File: src/rtl/riscv_mem_arbiter_if.sv
// Bus bundle between the icache/dcache requesters, the arbiter and the backing memory port.
// The slave modport is the arbiter's view; master is the view of the surrounding caches and memory.
interface riscv_mem_arbiter_if #(
  parameter int ADDR_W = 32,
  parameter int DATA_W = 32
);
  logic              ic_req_valid;
  logic [ADDR_W-1:0] ic_req_addr;
  logic              ic_req_ready;
  logic              ic_resp_valid;
  logic [DATA_W-1:0] ic_resp_data;
  logic              ic_resp_last;

  logic              dc_req_valid;
  logic              dc_req_rw;
  logic [ADDR_W-1:0] dc_req_addr;
  logic [DATA_W-1:0] dc_req_wdata;
  logic [3:0]        dc_req_wmask;
  logic              dc_req_ready;
  logic              dc_resp_valid;
  logic [DATA_W-1:0] dc_resp_data;
  logic              dc_resp_last;

  logic              mem_req_valid;
  logic              mem_req_ready;
  logic              mem_req_rw;
  logic [ADDR_W-1:0] mem_req_addr;
  logic [DATA_W-1:0] mem_req_wdata;
  logic [3:0]        mem_req_wmask;
  logic              mem_resp_valid;
  logic [DATA_W-1:0] mem_resp_data;

  logic              busy;
  logic              protocol_err;

  modport slave (
    input  ic_req_valid, ic_req_addr,
    input  dc_req_valid, dc_req_rw, dc_req_addr, dc_req_wdata, dc_req_wmask,
    input  mem_req_ready, mem_resp_valid, mem_resp_data,
    output ic_req_ready, ic_resp_valid, ic_resp_data, ic_resp_last,
    output dc_req_ready, dc_resp_valid, dc_resp_data, dc_resp_last,
    output mem_req_valid, mem_req_rw, mem_req_addr, mem_req_wdata, mem_req_wmask,
    output busy, protocol_err
  );

  modport master (
    output ic_req_valid, ic_req_addr,
    output dc_req_valid, dc_req_rw, dc_req_addr, dc_req_wdata, dc_req_wmask,
    output mem_req_ready, mem_resp_valid, mem_resp_data,
    input  ic_req_ready, ic_resp_valid, ic_resp_data, ic_resp_last,
    input  dc_req_ready, dc_resp_valid, dc_resp_data, dc_resp_last,
    input  mem_req_valid, mem_req_rw, mem_req_addr, mem_req_wdata, mem_req_wmask,
    input  busy, protocol_err
  );
endinterface

File: src/rtl/riscv_mem_arbiter.sv
// Shares the single backing-memory port between icache refills and dcache misses/stores.
// One transaction at a time: grant in IDLE, hold the request in REQ, route beats back in RESP.
module riscv_mem_arbiter #(
  parameter int ADDR_W = 32,
  parameter int DATA_W = 32,
  parameter int BEATS  = 4,
  parameter int FAIR   = 0
) (
  input logic clk,
  input logic rst,
  riscv_mem_arbiter_if.slave bus
);

  localparam int LINE_BYTES = BEATS * 4;
  localparam int CNT_W      = (BEATS > 1) ? $clog2(BEATS) : 1;
  localparam logic [ADDR_W-1:0] LINE_MASK = ~ADDR_W'(LINE_BYTES - 1);
  localparam logic [ADDR_W-1:0] WORD_MASK = ~ADDR_W'(3);
  localparam logic [CNT_W-1:0]  LAST_BEAT = CNT_W'(BEATS - 1);

  typedef enum logic [1:0] {IDLE, REQ, RESP} state_t;
  typedef enum logic {OWN_IC, OWN_DC} owner_t;

  state_t            state_q, state_d;
  owner_t            owner_q, owner_d;
  owner_t            last_owner_q, last_owner_d;
  logic              rw_q, rw_d;
  logic [ADDR_W-1:0] addr_q, addr_d;
  logic [DATA_W-1:0] wdata_q, wdata_d;
  logic [3:0]        wmask_q, wmask_d;
  logic [CNT_W-1:0]  beat_q, beat_d;
  logic              busy_q, busy_d;
  logic              perr_q, perr_d;

  logic              grant_dc;
  logic              ic_ready, dc_ready;
  logic              resp_valid, resp_last;
  logic [DATA_W-1:0] resp_data;
  logic              req_active;

  // On a tie the dcache wins unless round-robin says it went last.
  assign grant_dc = bus.dc_req_valid &&
                    (!bus.ic_req_valid || (FAIR == 0) || (last_owner_q == OWN_IC));

  always_comb begin
    state_d      = state_q;
    owner_d      = owner_q;
    last_owner_d = last_owner_q;
    rw_d         = rw_q;
    addr_d       = addr_q;
    wdata_d      = wdata_q;
    wmask_d      = wmask_q;
    beat_d       = beat_q;
    perr_d       = perr_q;
    ic_ready     = 1'b0;
    dc_ready     = 1'b0;
    req_active   = 1'b0;
    resp_valid   = 1'b0;
    resp_last    = 1'b0;
    resp_data    = '0;

    case (state_q)
      IDLE: begin
        if (bus.mem_resp_valid) perr_d = 1'b1;
        if (grant_dc) begin
          dc_ready     = 1'b1;
          owner_d      = OWN_DC;
          last_owner_d = OWN_DC;
          rw_d         = bus.dc_req_rw;
          addr_d       = bus.dc_req_addr & (bus.dc_req_rw ? WORD_MASK : LINE_MASK);
          wdata_d      = bus.dc_req_rw ? bus.dc_req_wdata : '0;
          wmask_d      = bus.dc_req_rw ? bus.dc_req_wmask : 4'b0000;
          state_d      = REQ;
        end else if (bus.ic_req_valid) begin
          ic_ready     = 1'b1;
          owner_d      = OWN_IC;
          last_owner_d = OWN_IC;
          rw_d         = 1'b0;
          addr_d       = bus.ic_req_addr & LINE_MASK;
          wdata_d      = '0;
          wmask_d      = 4'b0000;
          state_d      = REQ;
        end
      end
      REQ: begin
        req_active = 1'b1;
        if (bus.mem_resp_valid) perr_d = 1'b1;
        if (bus.mem_req_ready) begin
          state_d = RESP;
          beat_d  = '0;
        end
      end
      RESP: begin
        if (bus.mem_resp_valid) begin
          resp_valid = 1'b1;
          if (rw_q) begin
            resp_last = 1'b1;
            state_d   = IDLE;
          end else begin
            resp_data = bus.mem_resp_data;
            resp_last = (beat_q == LAST_BEAT);
            if (beat_q == LAST_BEAT) begin
              state_d = IDLE;
              beat_d  = '0;
            end else begin
              beat_d = beat_q + 1'b1;
            end
          end
        end
      end
      default: state_d = IDLE;
    endcase

    busy_d = (state_d != IDLE);
  end

  always_ff @(posedge clk or posedge rst) begin
    if (rst) begin
      state_q      <= IDLE;
      owner_q      <= OWN_IC;
      last_owner_q <= OWN_IC;
      rw_q         <= 1'b0;
      addr_q       <= '0;
      wdata_q      <= '0;
      wmask_q      <= 4'b0000;
      beat_q       <= '0;
      busy_q       <= 1'b0;
      perr_q       <= 1'b0;
    end else begin
      state_q      <= state_d;
      owner_q      <= owner_d;
      last_owner_q <= last_owner_d;
      rw_q         <= rw_d;
      addr_q       <= addr_d;
      wdata_q      <= wdata_d;
      wmask_q      <= wmask_d;
      beat_q       <= beat_d;
      busy_q       <= busy_d;
      perr_q       <= perr_d;
    end
  end

  // Ready is combinational from the request, so hold it low while reset is asserted.
  assign bus.ic_req_ready  = ic_ready && !rst;
  assign bus.dc_req_ready  = dc_ready && !rst;

  assign bus.ic_resp_valid = resp_valid && (owner_q == OWN_IC);
  assign bus.ic_resp_last  = resp_last  && (owner_q == OWN_IC);
  assign bus.ic_resp_data  = (owner_q == OWN_IC) ? resp_data : '0;
  assign bus.dc_resp_valid = resp_valid && (owner_q == OWN_DC);
  assign bus.dc_resp_last  = resp_last  && (owner_q == OWN_DC);
  assign bus.dc_resp_data  = (owner_q == OWN_DC) ? resp_data : '0;

  assign bus.mem_req_valid = req_active;
  assign bus.mem_req_rw    = req_active && rw_q;
  assign bus.mem_req_addr  = req_active ? addr_q : '0;
  assign bus.mem_req_wdata = req_active ? wdata_q : '0;
  assign bus.mem_req_wmask = (req_active && rw_q) ? wmask_q : 4'b0000;

  assign bus.busy          = busy_q;
  assign bus.protocol_err  = perr_q;

endmodule

File: src/flat_wrapper.sv
// flat-port wrapper written by rule: the top's interface ports become plain ports
module riscv_mem_arbiter_flat 
#(
  parameter int ADDR_W = 32,
  parameter int DATA_W = 32,
  parameter int BEATS  = 4,
  parameter int FAIR   = 0
)
  (clk, rst, bus_ic_req_valid, bus_ic_req_addr, bus_dc_req_valid, bus_dc_req_rw, bus_dc_req_addr, bus_dc_req_wdata, bus_dc_req_wmask, bus_mem_req_ready, bus_mem_resp_valid, bus_mem_resp_data, bus_ic_req_ready, bus_ic_resp_valid, bus_ic_resp_data, bus_ic_resp_last, bus_dc_req_ready, bus_dc_resp_valid, bus_dc_resp_data, bus_dc_resp_last, bus_mem_req_valid, bus_mem_req_rw, bus_mem_req_addr, bus_mem_req_wdata, bus_mem_req_wmask, bus_busy, bus_protocol_err);
  riscv_mem_arbiter_if #(.ADDR_W(ADDR_W), .DATA_W(DATA_W)) bus_i ();
  input logic clk;
  input logic rst;
  input wire logic [$bits(bus_i.ic_req_valid)-1:0] bus_ic_req_valid;
  input wire logic [$bits(bus_i.ic_req_addr)-1:0] bus_ic_req_addr;
  input wire logic [$bits(bus_i.dc_req_valid)-1:0] bus_dc_req_valid;
  input wire logic [$bits(bus_i.dc_req_rw)-1:0] bus_dc_req_rw;
  input wire logic [$bits(bus_i.dc_req_addr)-1:0] bus_dc_req_addr;
  input wire logic [$bits(bus_i.dc_req_wdata)-1:0] bus_dc_req_wdata;
  input wire logic [$bits(bus_i.dc_req_wmask)-1:0] bus_dc_req_wmask;
  input wire logic [$bits(bus_i.mem_req_ready)-1:0] bus_mem_req_ready;
  input wire logic [$bits(bus_i.mem_resp_valid)-1:0] bus_mem_resp_valid;
  input wire logic [$bits(bus_i.mem_resp_data)-1:0] bus_mem_resp_data;
  output wire logic [$bits(bus_i.ic_req_ready)-1:0] bus_ic_req_ready;
  output wire logic [$bits(bus_i.ic_resp_valid)-1:0] bus_ic_resp_valid;
  output wire logic [$bits(bus_i.ic_resp_data)-1:0] bus_ic_resp_data;
  output wire logic [$bits(bus_i.ic_resp_last)-1:0] bus_ic_resp_last;
  output wire logic [$bits(bus_i.dc_req_ready)-1:0] bus_dc_req_ready;
  output wire logic [$bits(bus_i.dc_resp_valid)-1:0] bus_dc_resp_valid;
  output wire logic [$bits(bus_i.dc_resp_data)-1:0] bus_dc_resp_data;
  output wire logic [$bits(bus_i.dc_resp_last)-1:0] bus_dc_resp_last;
  output wire logic [$bits(bus_i.mem_req_valid)-1:0] bus_mem_req_valid;
  output wire logic [$bits(bus_i.mem_req_rw)-1:0] bus_mem_req_rw;
  output wire logic [$bits(bus_i.mem_req_addr)-1:0] bus_mem_req_addr;
  output wire logic [$bits(bus_i.mem_req_wdata)-1:0] bus_mem_req_wdata;
  output wire logic [$bits(bus_i.mem_req_wmask)-1:0] bus_mem_req_wmask;
  output wire logic [$bits(bus_i.busy)-1:0] bus_busy;
  output wire logic [$bits(bus_i.protocol_err)-1:0] bus_protocol_err;
  assign bus_i.ic_req_valid = bus_ic_req_valid;
  assign bus_i.ic_req_addr = bus_ic_req_addr;
  assign bus_i.dc_req_valid = bus_dc_req_valid;
  assign bus_i.dc_req_rw = bus_dc_req_rw;
  assign bus_i.dc_req_addr = bus_dc_req_addr;
  assign bus_i.dc_req_wdata = bus_dc_req_wdata;
  assign bus_i.dc_req_wmask = bus_dc_req_wmask;
  assign bus_i.mem_req_ready = bus_mem_req_ready;
  assign bus_i.mem_resp_valid = bus_mem_resp_valid;
  assign bus_i.mem_resp_data = bus_mem_resp_data;
  assign bus_ic_req_ready = bus_i.ic_req_ready;
  assign bus_ic_resp_valid = bus_i.ic_resp_valid;
  assign bus_ic_resp_data = bus_i.ic_resp_data;
  assign bus_ic_resp_last = bus_i.ic_resp_last;
  assign bus_dc_req_ready = bus_i.dc_req_ready;
  assign bus_dc_resp_valid = bus_i.dc_resp_valid;
  assign bus_dc_resp_data = bus_i.dc_resp_data;
  assign bus_dc_resp_last = bus_i.dc_resp_last;
  assign bus_mem_req_valid = bus_i.mem_req_valid;
  assign bus_mem_req_rw = bus_i.mem_req_rw;
  assign bus_mem_req_addr = bus_i.mem_req_addr;
  assign bus_mem_req_wdata = bus_i.mem_req_wdata;
  assign bus_mem_req_wmask = bus_i.mem_req_wmask;
  assign bus_busy = bus_i.busy;
  assign bus_protocol_err = bus_i.protocol_err;
  riscv_mem_arbiter #(.ADDR_W(ADDR_W), .DATA_W(DATA_W), .BEATS(BEATS), .FAIR(FAIR)) u_core (.clk(clk), .rst(rst), .bus(bus_i));
endmodule
File: config.mk
export PLATFORM = sky130hd
export DESIGN_NAME = riscv_mem_arbiter_flat
export DESIGN_NICKNAME = d
export VERILOG_FILES = /design/src/rtl/riscv_mem_arbiter_if.sv /design/src/rtl/riscv_mem_arbiter.sv /design/src/flat_wrapper.sv
export SDC_FILE = /design/constraint.sdc
export NUM_CORES = 1
export LEC_CHECK = 0
export ABC_AREA = 1
export BUFFER_PORTS_ARGS = -buffer_cell sky130_fd_sc_hd__clkbuf_2
export CORE_MARGIN = 8
export CORE_UTILIZATION = 45
export CTS_CLUSTER_DIAMETER = 80
export DETAILED_ROUTE_END_ITERATION = 16
export PLACE_DENSITY_LB_ADDON = 0.15
export SYNTH_ARGS = -nofsm -noshare
export SYNTH_HDL_FRONTEND = slang
export SYNTH_SLANG_ARGS = --single-unit
export TNS_END_PERCENT = 10
File: constraint.sdc
create_clock -name clk -period 4.4 [get_ports clk]
set_input_delay 0.66 -clock clk [delete_from_list [all_inputs] [get_ports clk]]
set_output_delay 0.66 -clock clk [all_outputs]
set_load 0.01 [all_outputs]
==> qor_table.md <==
| Quantity | This run |
|:---|:---|
| Reg-to-Reg Start | u_core.state_q[1] |
| Required time of the worst setup path | 3.74 ns |
| Total of hold buffers inserted after clock tree synthesis | 0 |
| Row count | 35 |
| Average cell area after synthesis | 6.95 µm² |
| Storage element area | 1850 µm² |
| CTS Buf Count | 9 |
| Antenna violations before repair | 0 |
| Cell depth of the worst min-delay path | 2 |
| Number of nets in the layout | 1,000 |
| Type of the tightest min-delay check | reg -> reg |
| Number of global-route vias before repair | 4,497 |
| Number of search-and-repair iterations in the first detailed-routing pass | 4 |
| HPWL reported at the end of detailed placement | 10.5 mm |
| CTS H-Tree Depth | 3 |
| Setup tns final | 0 ns |
| Max-slew violation count | 0 |
| Horizontal die dimension | 113 µm |
| Worst hold endpoint | u_core.beat_q[1] |
| Cell class contributing the biggest share of worst-path delay | flip-flops |
| Overall die height | 113 µm |
| Worst-Margin Slew | 1.09 ns |
| Number of buffers added on ports | 272 |
| Root buf cell | clkbuf_8 |
| Overall routing resource usage | 20.7% |
| Filler Cells Inserted | 902 |
| Placeable core region | 9240 µm² |
| DRC violation total after the first TritonRoute iteration | 373 |
| Drt via density | 4.56 |
| Slowest-stage cell, CP | dfrtp_2 |
| Status | complete, no violations |
| Leakage | 3.38 nW |
| Startpoint of the tightest hold check path | u_core.beat_q[1] |
| Largest net degree at the start of global routing | 97 |
| Average wire per standard cell | 13.7 µm |
| Unrepaired setup endpoints after global routing | no |
| Critical-path maximum fanout | 66 |
| Post-route minimum period | 2.88 ns |
| CTS tree | done |
| Wire length of the first global-routing pass | 21.8 mm |
| Initial Utilization | 46.3% |
| Reg2reg end | u_core.bus.busy |
| Top achievable clock speed | 348 MHz |
| Detail Route Antenna Nets | 0 |
| Worst Path Class, Setup | reg -> out |
| Insertion delay to the later sink of the worst-skew pair | 0.36 ns |
| Via count | 4,529 |
| Worst setup SP type | flop |
| Final weighted congestion of routability-driven global placement | 0.839 |
| Count of unique library cells instantiated by Yosys | 25 |
| Top Ports | 281 |
| Antenna diodes | 0 |
| Path depth of the worst reg2reg path | 6 |
| Clock transition at the register clock pins on the worst setup and hold paths after CTS | 0.08 ns |
| Crit path arrival time | 2.22 ns |
| Max-slew headroom at the worst pin | 27.1% |
| Wirelength, routed | 13.6 mm |
| Number of violations of the max-capacitance limit | 0 |
| Die Footprint | 12,900 µm² |
| Final-report setup violation count | 0 |
| Remaining global-route overflow | 0 |
| Area after detailed placement | 5540 µm² |
| Area of the multi-input gates | 1600 µm² |
| Post-CTS setup-driven buffer insertion count | 0 |
| Fraction of layout cells with a size suffix above 1 | 34.9% |
| Worst clock skew | 0.0126 ns |
| Final period util | 65.4% |
| Number of synthesized register bits | 74 |
| Remaining routing DRC violations | 0 |
| Number of clock sinks seen by CTS | 74 |
| Area growth syn-to-layout | 34.4% |
| Share of the yosys chip area belonging to registers | 43.3% |
| Critical Path End Type | output port |
| Number of cells upsized or downsized after cts | 0 |
| Deepest clock path buffer count | 2 |
| Design area | 5740 µm² |
| Critical Path Max Stage Delay | 1.06 ns |
| Cell-by-cell listing of the critical path | inv_1, nor2_1, inv_1, nor2_1, clkbuf_2 |
| Final Hold Vio Count | 0 |
| Largest voltage drop on the vdd net | 0.231 mV |
| Areal power density over the cells | 515 nW/µm² |
| Cell area after technology mapping | 4270 µm² |
| Number of buffer and inverter stages on the critical path | 3 |
| Count of mapped cells out of synthesis | 615 |
| Number of warnings printed during yosys synthesis | 0 |
| FF-to-FF setup slack | 2.43 ns |
-- worst max-delay path by stage --
| stage | start | end | depth (start not counted) |
|---|---|---|---|
| after floorplan | rst | u_core.addr_q[10] | 1 |
| after global placement | bus_dc_req_valid | u_core.wdata_q[29] | 5 |
| after detailed placement | bus_dc_req_valid | u_core.addr_q[11] | 5 |
| after CTS | u_core.rw_q | bus_mem_req_wmask[3] | 5 |
| after global routing | u_core.rw_q | bus_mem_req_wmask[1] | 5 |
| final | u_core.rw_q | bus_mem_req_wmask[3] | 5 |
-- routing by layer --
| layer | global-route usage [%] | routed length (µm) |
|---|---|---|
| met1 | 24.5 | 5650 |
| met2 | 34.7 | 6560 |
| met3 | 6.81 | 1110 |
| met4 | 6.57 | 274 |
| met5 | 0 | 0 |
-- layout by cell type, fill, tap and decap left out, types with 3 or more instances in the layout --
master	instances
buf_4	3
clkbuf_2	272
clkbuf_8	9
dfrtp_1	73
inv_1	139
inv_2	3
nand2_1	105
nand3_1	6
nor2_1	72
nor3_1	66
o21ai_0	65
o21ai_1	31
-- flip-flops by register name, summed over array words and instances (netlist names) --
name and cells:
u_core.owner_q 1, u_core.bus.busy 1, u_core.bus.protocol_err 1, u_core.beat_q 2, u_core.state_q 2, u_core.wmask_q 4
u_core.rw_q 1, u_core.addr_q 30, u_core.wdata_q 32
-- Yosys cell counts --
cell        n  area share (%)
clkbuf_1    7            0.61
nor2_4      1            0.26
nand2_2     1            0.15
dfrtp_1    74              43
o21bai_1    1            0.18
nand2_1   106             9.3
ha_1        1            0.29
inv_2       2            0.18
clkbuf_2    1            0.12
nor2_2      1            0.15
buf_1       3            0.26
nor3_1     66             7.7
conb_1      1           0.088
inv_1     140              12
o21ai_0    65             7.6
o21ai_1    31             3.6
nand3_2     2            0.47
nor2_1     72             6.3
o22ai_1     1            0.15
nand4_1     1            0.15
o21ai_2     1            0.20
buf_2      13             1.5
nand3_1     6            0.70
buf_6      13             3.4
buf_4       5            0.88
-- final cells by class --
type / instances / share of cell area, %
flip-flops and latches: 74 / 32.3
multi-input cells: 358 / 27.9
repair buffers: 275 / 24.1
inverters: 142 / 9.28
well taps: 129 / 2.81
clock buffers: 9 / 2.16
clock inverters: 7 / 1.48
-- power breakdown --
part / internal (W) / total (W) / switching, W / leakage, nW
Combinational: 0.000416 / 0.00127 / 0.000851 / 2.33
Sequential: 0.000967 / 0.00113 / 0.000168 / 0.951
Clock: 0.000274 / 0.000555 / 0.000282 / 0.100
Total: 0.00166 / 0.00296 / 0.00130 / 3.38
-- worst min-delay path, stage by stage (launching register included) --
cell	delay, ns
dfrtp_1	0.36
nand2_1	0.06
nand2_1	0.05
-- cell families after synthesis --
group,Yosys count,synth area share [%]
and+or+nand+nor,256,25.2
buffers and inverters,184,19.3
AOI/OAI and AO/OA,99,11.8
DFF,74,43.3
adders and majority gates,1,0.293
other,1,0.0877
-- through the flow --
stage | total power, W | hold slack (ns) | utilization (%) | worst slack, ns | std cells
floorplan | 0.00204 | 0.446 | - | 1.86 | 616
global placement | 0.00239 | 0.462 | 59.9 | 1.77 | 978
detailed placement | 0.00243 | 0.464 | 59.9 | 1.71 | 978
finish | 0.00296 | 0.490 | 62.2 | 1.52 | 994
CTS | 0.00299 | 0.494 | 62.2 | 1.54 | 994
global route | 0.00321 | 0.506 | 62.2 | 1.31 | 994
Note: power is estimated with default switching activity, not from simulation.
